===== src/rtl/piezo_pkg.sv =====
// Shared types, widths and the note half-period table for the piezo tone scheduler.
package piezo_pkg;

  typedef enum logic [1:0] {
    ST_IDLE = 2'd0,
    ST_PLAY = 2'd1,
    ST_GAP  = 2'd2
  } state_e;

  localparam int unsigned NOTE_W = 4;
  localparam int unsigned HP_W   = 11;
  localparam int unsigned CNT_W  = 17;

  localparam logic [NOTE_W-1:0] NOTE_REST = 4'd15;

  localparam int unsigned BEAT_CYC_DEF = 62500;
  localparam int unsigned GAP_CYC_DEF  = 20000;

  // Codes 0..7 are C4..C5; codes 8..14 reuse the same entries one octave up.
  function automatic logic [HP_W-1:0] note_hp(input logic [NOTE_W-1:0] code);
    logic [HP_W-1:0] base;
    case (code[2:0])
      3'd0:    base = 11'd1910;
      3'd1:    base = 11'd1702;
      3'd2:    base = 11'd1516;
      3'd3:    base = 11'd1431;
      3'd4:    base = 11'd1275;
      3'd5:    base = 11'd1136;
      3'd6:    base = 11'd1012;
      default: base = 11'd955;
    endcase
    return code[3] ? (base >> 1) : base;
  endfunction

endpackage


===== src/rtl/piezo_tone_gen.sv =====
// Square-wave generator: toggles SONG each time the counter reaches HP.
module piezo_tone_gen
  import piezo_pkg::*;
(
  input  logic            CLK_1MHZ,
  input  logic            RESET,
  input  logic            EN,
  input  logic            CLR,
  input  logic [HP_W-1:0] HP,
  output logic            SONG
);

  logic [HP_W-1:0] cnt;

  // Disabled or cleared means silent with the phase restarted.
  always_ff @(posedge CLK_1MHZ or posedge RESET) begin
    if (RESET) begin
      cnt  <= '0;
      SONG <= 1'b0;
    end else if (CLR || !EN) begin
      cnt  <= '0;
      SONG <= 1'b0;
    end else if (cnt == HP) begin
      cnt  <= '0;
      SONG <= ~SONG;
    end else begin
      cnt <= cnt + HP_W'(1);
    end
  end

endmodule


===== src/rtl/piezo_tone_scheduler.sv =====
// Fixed-priority sharing of one piezo between N_REQ requesters: one note plus a gap per grant.
// Optional preemption by a higher-priority request when PIEZO_PREEMPT_EN is defined.
module piezo_tone_scheduler
  import piezo_pkg::*;
#(
  parameter int unsigned N_REQ    = 3,
  parameter int unsigned BEAT_CYC = BEAT_CYC_DEF,
  parameter int unsigned GAP_CYC  = GAP_CYC_DEF
) (
  input  logic                    CLK_1MHZ,
  input  logic                    RESET,
  input  logic [N_REQ-1:0]        REQ,
  input  logic [NOTE_W*N_REQ-1:0] NOTE,
  input  logic [NOTE_W*N_REQ-1:0] LEN,
  output logic                    SONG,
  output logic [N_REQ-1:0]        GNT,
  output logic [N_REQ-1:0]        DONE,
  output logic                    ABORT,
  output logic                    BUSY
);

  state_e              state_q, state_d;
  logic [NOTE_W-1:0]   note_q, len_q, beat_idx;
  logic [CNT_W-1:0]    beat_cnt, gap_cnt;
  logic [N_REQ-1:0]    req_eff, pick, gnt_d, done_d;
  logic [NOTE_W-1:0]   sel_note, sel_len;
  logic                grant, preempt, play_last, gap_last, abort_d, busy_d, tone_en;

  // The requester that just finished sits out one arbitration round.
  assign req_eff = REQ & ~DONE;
  assign pick    = req_eff & (~req_eff + N_REQ'(1));
  assign grant   = (state_q == ST_IDLE) && (|req_eff);

  always_comb begin
    sel_note = '0;
    sel_len  = '0;
    for (int unsigned i = 0; i < N_REQ; i++) begin
      if (pick[i]) begin
        sel_note = NOTE[NOTE_W*i +: NOTE_W];
        sel_len  = LEN[NOTE_W*i +: NOTE_W];
      end
    end
  end

`ifdef PIEZO_PREEMPT_EN
  assign preempt = (state_q != ST_IDLE) && (|(REQ & (GNT - N_REQ'(1))));
`else
  assign preempt = 1'b0;
`endif

  // A length of 0 wraps to 15 here, which plays 16 beats.
  assign play_last = (beat_cnt == CNT_W'(BEAT_CYC - 1)) && (beat_idx == len_q - NOTE_W'(1));
  assign gap_last  = (gap_cnt == CNT_W'(GAP_CYC - 1));

  always_ff @(posedge CLK_1MHZ or posedge RESET) begin
    if (RESET) begin
      state_q <= ST_IDLE;
      GNT     <= '0;
      DONE    <= '0;
      ABORT   <= 1'b0;
      BUSY    <= 1'b0;
    end else begin
      state_q <= state_d;
      GNT     <= gnt_d;
      DONE    <= done_d;
      ABORT   <= abort_d;
      BUSY    <= busy_d;
    end
  end

  always_comb begin
    state_d = state_q;
    unique case (state_q)
      ST_IDLE: if (grant) state_d = ST_PLAY;
      ST_PLAY: begin
        if (preempt)        state_d = ST_IDLE;
        else if (play_last) state_d = ST_GAP;
      end
      ST_GAP:  if (preempt || gap_last) state_d = ST_IDLE;
      default: state_d = ST_IDLE;
    endcase
  end

  always_comb begin
    gnt_d   = GNT;
    done_d  = '0;
    abort_d = 1'b0;
    busy_d  = (state_d != ST_IDLE);
    if (grant) begin
      gnt_d = pick;
    end else if ((state_q != ST_IDLE) && (state_d == ST_IDLE)) begin
      gnt_d   = '0;
      done_d  = GNT;
      abort_d = preempt;
    end
  end

  // Note latch plus beat and gap counters.
  always_ff @(posedge CLK_1MHZ or posedge RESET) begin
    if (RESET) begin
      note_q   <= '0;
      len_q    <= '0;
      beat_cnt <= '0;
      beat_idx <= '0;
      gap_cnt  <= '0;
    end else if (grant) begin
      note_q   <= sel_note;
      len_q    <= sel_len;
      beat_cnt <= '0;
      beat_idx <= '0;
      gap_cnt  <= '0;
    end else if (state_q == ST_PLAY) begin
      if (beat_cnt == CNT_W'(BEAT_CYC - 1)) begin
        beat_cnt <= '0;
        beat_idx <= beat_idx + NOTE_W'(1);
      end else begin
        beat_cnt <= beat_cnt + CNT_W'(1);
      end
    end else if (state_q == ST_GAP) begin
      gap_cnt <= gap_cnt + CNT_W'(1);
    end
  end

  // Tone runs only while the next cycle is still PLAY, so SONG is already low on leaving it.
  assign tone_en = (state_q == ST_PLAY) && (state_d == ST_PLAY) && (note_q != NOTE_REST);

  piezo_tone_gen u_tone (
    .CLK_1MHZ (CLK_1MHZ),
    .RESET    (RESET),
    .EN       (tone_en),
    .CLR      (grant),
    .HP       (note_hp(note_q)),
    .SONG     (SONG)
  );

endmodule

===== config.mk =====
export PLATFORM = sky130hd
export DESIGN_NAME = piezo_tone_scheduler
export DESIGN_NICKNAME = d
export VERILOG_FILES = /design/src/rtl/piezo_pkg.sv /design/src/rtl/piezo_tone_gen.sv /design/src/rtl/piezo_tone_scheduler.sv
export SDC_FILE = /design/constraint.sdc
export NUM_CORES = 1
export LEC_CHECK = 0
export BUFFER_PORTS_ARGS = -buffer_cell sky130_fd_sc_hd__clkbuf_2
export CAP_MARGIN = 20
export CORE_MARGIN = 8
export CORE_UTILIZATION = 49
export DETAILED_ROUTE_END_ITERATION = 10
export PLACE_DENSITY = 0.81
export RECOVER_POWER = 100
export SLEW_MARGIN = 20
export SYNTH_ARGS = -nofsm -noshare
export SYNTH_HDL_FRONTEND = slang
export SYNTH_SLANG_ARGS = --single-unit

===== constraint.sdc =====
create_clock -name CLK_1MHZ -period 1.85 [get_ports CLK_1MHZ]
set_input_delay 0.0925 -clock CLK_1MHZ [delete_from_list [all_inputs] [get_ports CLK_1MHZ]]
set_output_delay 0.0925 -clock CLK_1MHZ [all_outputs]
set_load 0.005 [all_outputs]

==> results.json, run 1 <==
{
  "drt.antenna.violating_nets": 0,
  "min_period_ps": 2221,
  "outcome": "finished, violations left",
  "powerDensity_nw_per_um2": 911.4,
  "cts_inserted_buffers": 9,
  "critPathSlowestCell": "dfrtp_2",
  "synth_fp_nets": 484,
  "synthFlopType": "dfrtp_1",
  "worstMarginPinSlew_ps": 706.1,
  "syn_area_um2": 4019,
  "clk_pin_slew_ps": 80,
  "setup_viol_count_final": 17,
  "synth-seq-cells": 67,
  "synth_edf_count": 0,
  "cpPeakStageDelay_ps": 510,
  "fin_skew_ps": 15.31,
  "dp_hpwl_um": 7394,
  "violations": "negative setup slack",
  "root_buffer": "clkbuf_8",
  "path_delay_family": "compound AO/OA/AOI/OAI gates",
  "clk_latency_ps": 350,
  "intPower_mw": 3.312,
  "timing.critical_path.to_type": "flop",
  "first_pass_iters": 6,
  "hold_viol_final": 0,
  "synth_warnings": 0,
  "drive_above_1_share_pct": 29.14,
  "core-area_um2": 8093,
  "p_total_mw": 4.766,
  "setup_ws_ps": -370.6,
  "cts.sinks": 67,
  "yosys-top-cells-area": "dfrtp_1, o21ai_0, nand2_1",
  "synth.avg_cell_area_um2": 8.931,
  "rows": 33,
  "relSlewSlack_pct": 52.88,
  "rsz0062_at_grt": "yes",
  "vias_per_cell": 6.014,
  "vias": 3975,
  "ios": 38,
  "overflow": 0,
  "track_usage_pct": 18.39,
  "synth_top_area_share_pct": 41.72,
  "grt_max_degree": 50,
  "drcViolationCount": 0,
  "wl_per_cell_um": 17.15,
  "path_cells": "buf_4 -> a21boi_0 -> o21ai_0 -> o311ai_1 -> a31oi_1 -> a2111oi_4 -> mux2_4",
  "power_frac_seq_pct": 40.1,
  "fill_cells": 634,
  "synth_cell_types": 63,
  "port_buffers": 36,
  "synth_seq_area_share_pct": 41.72,
  "p_sw_mw": 1.454,
  "timing.fmax_ghz": 0.4503,
  "hold_path_class": "input pin to flop",
  "pre_cts_ws_ps": -309.6,
  "grt_antenna_before_repair": 0,
  "synthTopCellsByCount": "dfrtp_1, nand2_1, nor2_1, o21ai_0",
  "layout.nets": 585,
  "antenna_cells": 0,
  "worstSetupPathType": "flop to flop",
  "ir_drop_mv": 0.6195,
  "path_buf_inv": 1,
  "yosys.area.top_type": "dfrtp_1",
  "p_leak_nw": 2.287,
  "cts_buffer_depth": 2,
  "yosysMostFrequentCell": "dfrtp_1",
  "comb_power_share_pct": 25.6,
  "htreeDepth": 3,
  "worstPathArrival_ps": 2450,
  "critical_path.max_fanout": 12,
  "grt_pass1_wl_um": 17260,
  "cap_violations": 0,
  "p_clk_share_pct": 34.3,
  "worstSetupStartpointType": "flop",
  "slew_violations": 0,
  "start_util_pct": 49.66,
  "postRouteWirelength_um": 11340,
  "p_sw_share_pct": 30.51,
  "cts_tree": "done",
  "async_flop_share_pct": 100.0,
  "tns_ps": -4138,
  "synthCells": 450,
  "die_y_um": 106.6,
  "fin_hold_ws_ps": 44.90,
  "die_area_um2": 11360,
  "gp_congestion": 0.8834,
  "min_period_over_period_pct": 120.0,
  "required_ps": 2080,
  "drt-initial-drc-count": 298,
  "syn_to_final_growth_pct": 30.11,
  "die_x_um": 106.6,
  "grt_pass1_vias": 3768
}
==> path summary, 6_finish.rpt <==
path                         startpoint           end  slack, ps  cells past startpoint
min                             LEN[11]      len_q[3]         40                      3
max in group asynchronous         RESET    state_q[0]        230                      4
min in group asynchronous         RESET      len_q[3]        390                      3
max                           note_q[2]   u_tone.SONG       -370                      7
max reg2reg                   note_q[2]   u_tone.SONG       -370                      7
min reg2reg                beat_cnt[15]  beat_cnt[15]        490                      1
==> power by group through the flow <==
stage	registers [mW]	logic [mW]	clock network, mW
after floorplan	1.84	0.736	0
after global placement	1.90	1.07	0
after detailed placement	1.90	1.13	0
after CTS	1.88	1.15	1.64
after global routing	1.93	1.33	1.71
final	1.91	1.22	1.63
==> worst reg2reg max path, cell delays in order, from the launching register on <==
cell and delay [ps]:
dfrtp_2 510, buf_4 210, a21boi_0 210, o21ai_0 110, o311ai_1 130, a31oi_1 180, a2111oi_4 410, mux2_4 340
==> final cells by class <==
type / instances / area, µm² / area share (%)
clock buffer: 10 / 127.6 / 2.441
inverter: 11 / 41.29 / 0.7897
timing repair buffer: 118 / 819.5 / 15.67
tap: 105 / 131.4 / 2.513
multi-input combinational: 344 / 2291 / 43.81
clock inverter: 6 / 137.6 / 2.632
sequential: 67 / 1680 / 32.14
==> placed cells by master, fill, tap and decap left out, types with 3 or more instances in the layout <==
cell	instances
dfrtp_1	64
a31oi_1	5
buf_2	4
a21oi_1	16
nand3_1	20
clkbuf_8	9
buf_4	66
and4_1	3
xor2_1	18
and3_1	8
o31ai_1	5
nor2b_1	5
nor2_1	38
nand2_1	45
nand4_1	9
nor3_1	16
a222oi_1	8
ha_1	4
clkbuf_2	31
or3_1	4
bufinv_16	4
nand2b_1	4
clkbuf_1	9
mux2i_1	4
xnor2_1	15
nor2_4	3
o21ai_0	38
nor3_2	5
nor4b_2	3
o21ai_1	3
nand4bb_1	3
inv_1	11
dfrtp_2	3
buf_6	5
==> flip-flops by register name, indices dropped and copies added, names as in the netlist <==
register / cells
beat_cnt: 17
gap_cnt: 17
u_tone.cnt: 11
beat_idx: 4
len_q: 4
note_q: 4
DONE: 3
GNT: 3
state_q: 2
BUSY: 1
u_tone.SONG: 1
==> metal layers <==
metal | vias up | share of wire (%) | track usage (%)
li1 | 1828 | - | -
met1 | 1943 | 40 | 21.92
met2 | 170 | 52 | 31.75
met3 | 34 | 5.4 | 3.872
met4 | 0 | 2.4 | 6.935
met5 | - | 0 | 0
==> kinds of logic after synthesis <==
| kind of cell | count (synthesis) | synth area share [%] |
|---|---|---|
| buffers and inverters | 39 | 5.106 |
| other | 1 | 0.09331 |
| adder cells (fa/ha/maj) | 5 | 1.557 |
| AND/OR/NAND/NOR | 196 | 25.93 |
| flip-flops | 67 | 41.72 |
| multiplexers | 5 | 1.276 |
| XOR/XNOR | 34 | 7.410 |
| AO/OA/AOI/OAI | 103 | 16.91 |
==> repair_timing <==
item | in CTS | in global routing
hold buffers | 1 | 0
setup buffers | 0 | 9
resized for setup | 5 | 37
pin swaps | 1 | 14
cloned | 0 | 3
endpoints found under the hold margin | 18 | 0
setup endpoints to repair | 14 | 47
==> metrics by stage <==
step | cells | instance area [µm²] | utilization, %
floorplan | 450 | 4060 | -
global placement | 632 | 4756 | 58.77
detailed placement | 632 | 4756 | 58.77
CTS | 649 | 5044 | 62.32
global route | 661 | 5229 | 64.61
finish | 661 | 5229 | 64.61
Note: power is estimated with default switching activity, not from simulation.
==> run 2, diff against run 1 <==
==> constraint.sdc (replaced) <==
create_clock -name CLK_1MHZ -period 1.85 [get_ports CLK_1MHZ]
set_input_delay 0.185 -clock CLK_1MHZ [delete_from_list [all_inputs] [get_ports CLK_1MHZ]]
set_output_delay 0.185 -clock CLK_1MHZ [all_outputs]
set_load 0.005 [all_outputs]
==> run 2 against run 1 <==
Via count down 3.7%. The flow still finishes with violations (negative setup slack). Cell area about the same. Critical endpoint unchanged. Power down 5.3%.
==> results.json, run 2 (synthesis gave the netlist of run 1 again) <==
{
  "outcome": "finished, violations left",
  "violations": "negative setup slack",
  "min_period_ps": 2241,
  "ir_drop_mv": 0.5710,
  "reg2regPathDepth": 7,
  "drt.antenna.violating_nets": 0,
  "dp_cells": 634,
  "p_leak_nw": 2.320,
  "worstMarginPinSlew_ps": 732.6,
  "postRouteWirelength_um": 10920,
  "critPathLaunch": "note_q[1]",
  "regToRegEndpoint": "u_tone.SONG",
  "hp-start": "LEN[8]",
  "fin_util_pct": 64.55,
  "vias": 3828,
  "grt_max_degree": 37,
  "die_x_um": 106.6,
  "rows": 33,
  "powerDensity_nw_per_um2": 864.2,
  "cpPeakStageDelay_ps": 480,
  "clk_pin_slew_ps": 70,
  "ios": 38,
  "fin_skew_ps": 9.672,
  "port_buffers": 36,
  "intPower_mw": 3.066,
  "timing.critical_path.to_type": "flop",
  "top_regs": "beat_cnt (17), gap_cnt (17), u_tone.cnt (11)",
  "comb_power_share_pct": 28.3,
  "whs_endpoint": "len_q[0]",
  "tns_ps": -3960,
  "p_sw_mw": 1.448,
  "relSlewSlack_pct": 50.89,
  "p_clk_share_pct": 29.4,
  "grt_pass1_wl_um": 17910,
  "layout.nets": 585,
  "worstSetupPathType": "flop to flop",
  "clk_latency_ps": 350,
  "core-area_um2": 8093,
  "die_area_um2": 11360,
  "critPathSlowestCell": "dfrtp_2",
  "setup_ws_ps": -390.9,
  "worstPathArrival_ps": 2480,
  "setup_viol_count_final": 16,
  "slew_violations": 0,
  "hold_viol_final": 0,
  "cts.sinks": 67,
  "pre_cts_ws_ps": -329.9,
  "drt-initial-drc-count": 284,
  "grt_pass1_vias": 3829,
  "timing.fmax_ghz": 0.4463,
  "cts_buffer_depth": 2,
  "htreeDepth": 3,
  "whs_path_depth": 3,
  "cts_inserted_buffers": 9,
  "required_ps": 2090,
  "r2r-start": "note_q[1]",
  "first_pass_iters": 7,
  "antenna_cells": 0,
  "start_util_pct": 49.66,
  "syn_to_final_growth_pct": 29.98,
  "overflow": 0,
  "die_y_um": 106.6,
  "dp_hpwl_um": 7415,
  "vias_per_cell": 5.800,
  "drcViolationCount": 0,
  "root_buffer": "clkbuf_8",
  "rsz0062_at_grt": "yes",
  "wl_per_cell_um": 16.55,
  "layout_common_cells": "dfrtp_1, buf_4, nand2_1",
  "worstSetupStartpointType": "flop",
  "min_period_over_period_pct": 121.1,
  "power_frac_seq_pct": 42.3,
  "drive_above_1_share_pct": 29.91,
  "cap_violations": 0,
  "hold_path_class": "input pin to flop",
  "p_sw_share_pct": 32.07,
  "reg2reg_setup_slack_ps": -390,
  "cts_tree": "done",
  "path_cells": "buf_12 -> nor4bb_1 -> a31oi_1 -> o22ai_1 -> a31oi_2 -> a2111oi_4 -> mux2_4",
  "critical_path.max_fanout": 8,
  "grt_antenna_before_repair": 0,
  "final_cells": 660,
  "track_usage_pct": 19.23,
  "gp_congestion": 0.8842
}
run 2: cell type report:
cell class / count / area (µm²)
tap: 105 / 131.4
clock inverter: 5 / 78.83
multi-input combinational: 344 / 2337
clock buffer: 10 / 127.6
inverter: 11 / 42.54
fill: 616 / 2869
sequential: 67 / 1682
timing repair buffer: 118 / 824.5
run 2: worst max-delay path by stage:
stage,to,cells past startpoint
2_1_floorplan,u_tone.SONG,7
3_3_place_gp,u_tone.SONG,7
3_5_place_dp,u_tone.SONG,7
4_1_cts,u_tone.SONG,7
5_1_grt,u_tone.SONG,6
6_report,u_tone.SONG,7
run 2: metal layers:
| metal | up-vias | part of all wire [%] | GRT usage [%] |
|---|---|---|---|
| met4 | 0 | 2.0 | 8.744 |
| li1 | 1818 | - | - |
| met1 | 1857 | 42 | 23.00 |
| met5 | - | 0 | 0 |
| met2 | 131 | 51 | 32.19 |
| met3 | 22 | 4.7 | 4.356 |
run 2: power by group through the flow:
stage | registers [mW] | logic (mW) | clock network, mW
after global routing | 1.93 | 1.41 | 1.40
after floorplan | 1.84 | 0.737 | 0
final | 1.91 | 1.28 | 1.33
after detailed placement | 1.90 | 1.16 | 0
after global placement | 1.89 | 1.10 | 0
after CTS | 1.88 | 1.19 | 1.35
run 2: metrics by stage:
step | hold slack (ps) | cell area, µm² | power [mW]
floorplan | 335.4 | 4064 | 2.573
global placement | 172.0 | 4775 | 2.993
detailed placement | 182.5 | 4775 | 3.059
CTS | 127.7 | 5121 | 4.410
global route | 143.8 | 5224 | 4.743
finish | 140.5 | 5224 | 4.514
run 2: what timing repair did:
| action | in CTS | in global routing |
|---|---|---|
| cloned | 1 | 2 |
| pin swaps | 14 | 6 |
| resized for setup | 22 | 34 |
| hold buffers | 1 | 0 |
| setup endpoints to repair | 28 | 44 |
| setup buffers | 4 | 3 |
| hold endpoints to repair | 14 | 0 |
run 2: worst max-delay path, delay by kind of cell, from the launching register on:
| kind | cells | cell delay [ps] |
|---|---|---|
| buf+inv | 1 | 170 |
| mux | 1 | 340 |
| compound gates | 4 | 880 |
| simple gates | 1 | 260 |
| flops | 1 | 480 |
==> run 3, diff against run 2 <==
Settings changed: SYNTH_HIERARCHICAL set to 1.
==> run 3 against run 2 <==
The run still ends with negative setup slack left. Power rose by 0.54%. Largest cell class unchanged. Critical endpoint is now u_tone/cnt[3]. Wire length rose by 4.8%. First-iteration DRC count fell by 8.8%. Sequential cell count did not move. Die area fell by 4.4%.
==> results.json, run 3 <==
{
  "worstPathArrival_ps": 2640,
  "slew_violations": 0,
  "synth_top_area_share_pct": 43.96,
  "hold_viol_final": 0,
  "synthCells": 435,
  "root_buffer": "clkbuf_8",
  "layout.nets": 581,
  "synthTopCellsByCount": "dfrtp_1, nand2_1, nor2_1",
  "synth_fp_nets": 469,
  "setup_viol_count_final": 38,
  "hp-start": "NOTE[5]",
  "cap_violations": 0,
  "grt_max_degree": 55,
  "violations": "negative setup slack",
  "rows": 32,
  "layout_common_cells": "buf_4, dfrtp_1, nand2_1",
  "syn_area_um2": 3814,
  "ios": 38,
  "die_area_um2": 10860,
  "synthFlopType": "dfrtp_1",
  "top_regs": "beat_cnt (17), gap_cnt (17), u_tone/cnt (11)",
  "wl_per_cell_um": 17.51,
  "grt_pass1_wl_um": 17380,
  "die_y_um": 104.2,
  "yosysMostFrequentCell": "dfrtp_1",
  "min_period_ps": 2408,
  "cts_buffer_depth": 2,
  "dp_hpwl_um": 7086,
  "drt-initial-drc-count": 259,
  "track_usage_pct": 19.33,
  "synth-seq-cells": 67,
  "yosys-top-cells-area": "dfrtp_1, xnor2_1, nand2_1",
  "die_x_um": 104.2,
  "port_buffers": 36,
  "grt_antenna_before_repair": 0,
  "cts.sinks": 67,
  "grt_pass1_vias": 3767,
  "stdcell_area_um2": 5159,
  "synth_edf_count": 0,
  "async_flop_share_pct": 100.0,
  "postRouteWirelength_um": 11450,
  "critical_path.max_fanout": 11,
  "timing.critical_path.to_type": "flop",
  "min_period_over_period_pct": 130.2,
  "antenna_cells": 0,
  "tns_ps": -12230,
  "syn_to_final_growth_pct": 35.27,
  "timing.fmax_ghz": 0.4152,
  "cts_tree": "done",
  "worstSetupStartpointType": "flop",
  "drcViolationCount": 0,
  "synth_seq_area_share_pct": 43.96,
  "place_area_um2": 4638,
  "relSlewSlack_pct": 51.18,
  "drt.antenna.violating_nets": 0,
  "dp_cells": 626,
  "yosys.area.top_type": "dfrtp_1",
  "worstSetupPathType": "flop to flop",
  "hold_path_class": "input pin to flop",
  "powerDensity_nw_per_um2": 879.8,
  "gp_congestion": 0.8722,
  "vias_per_cell": 5.908,
  "mostFrequentLayoutCell": "buf_4",
  "final_cells": 654,
  "synth_cell_types": 56,
  "drive_above_1_share_pct": 32.25,
  "rsz0062_at_grt": "yes",
  "vias": 3864,
  "htreeDepth": 3,
  "setup_ws_ps": -558.4,
  "clk_pin_slew_ps": 70,
  "overflow": 0,
  "clk_latency_ps": 350,
  "fin_skew_ps": 10.94,
  "required_ps": 2080,
  "synth_warnings": 6,
  "worstMarginPinSlew_ps": 732.3,
  "outcome": "finished, violations left",
  "core-area_um2": 7647,
  "synth.avg_cell_area_um2": 8.767,
  "cts_inserted_buffers": 9,
  "first_pass_iters": 5,
  "ir_drop_mv": 0.5941,
  "start_util_pct": 49.87,
  "critPathLaunch": "beat_cnt[2]",
  "pre_cts_ws_ps": -698.8,
  "reg2reg_setup_slack_ps": -560,
  "fin_hold_ws_ps": 134.6,
  "r2r-start": "beat_cnt[2]",
  "p_leak_nw": 2.331
}
==> run 3: cell types whose count changed after synthesis, moves of 5 or more <==
cell	change
xnor2_1	+18
xor2_1	-15
o21ai_0	-12
nand2_1	+11
nor2_1	+7
a31oi_1	+5
and3_1	-5
nand3_1	-5
==> run 3: final cells by class <==
cell class,instances,area [µm²]
clock buffer,12,165.2
clock inverter,4,47.55
fill,568,2489
inverter,14,52.55
multi-input combinational,332,2212
sequential,67,1678
tap,102,127.6
timing repair buffer,123,875.8
==> run 3: what timing repair did <==
| item | 4_1_cts | 5_1_grt |
|---|---|---|
| hold buffers | 1 | 0 |
| pin swaps | 11 | 13 |
| buffers inserted | 8 | 3 |
| setup endpoints to repair | 41 | 42 |
| cloned | 0 | 0 |
| hold endpoints to repair | 67 | 0 |
| resized for setup | 36 | 26 |
==> run 3: where the power goes <==
group          internal (mW)  leakage, nW  switching, mW
clock network          0.728        0.108          0.568
logic                  0.664         1.35          0.688
registers               1.67        0.872          0.225
==> run 3: worst max-delay path: stages, from the launching register on <==
cell     delay [ps]
dfrtp_1         400
or4b_4          530
or4_4           550
nor4_2          200
nor3_1           90
nor2b_1         160
o31ai_1         130
buf_12          180
nor2_1           50
==> run 3: final timing paths <==
kind | endpoint | depth (start not counted)
worst max-delay path | u_tone/cnt[3] | 8
worst min-delay path | note_q[1] | 3
worst max register to register | u_tone/cnt[3] | 8
worst min register to register | gap_cnt[0] | 1
max in group asynchronous | note_q[1] | 4
min in group asynchronous | DONE[2] | 3
==> run 3: kinds of logic after synthesis <==
family                   Yosys count  share of synthesized area (%)
AND/OR/NAND/NOR                  191                          24.48
AO/OA/AOI/OAI                     92                          15.95
flip-flops                        67                          43.96
XOR/XNOR                          37                          8.497
buffers and inverters             36                          3.806
adder cells (fa/ha/maj)            6                          1.903
multiplexers                       5                          1.312
other                              1                        0.09833
==> run 3: per-layer routing <==
metal	wire, µm	GRT usage, %	up-vias	part of all wire, %
met5	0	0	-	0
met4	416	9.100	0	3.6
met3	733	4.523	44	6.4
met2	5837	33.04	188	51
met1	4463	22.36	1852	39
li1	-	-	1780	-
==> run 3: through the flow <==
stage | util, % | total power [mW]
6_report | 67.46 | 4.539
5_1_grt | 67.46 | 4.741
4_1_cts | 65.95 | 4.439
3_5_place_dp | 60.65 | 3.046
3_3_place_gp | 60.65 | 2.962
2_1_floorplan | - | 2.557
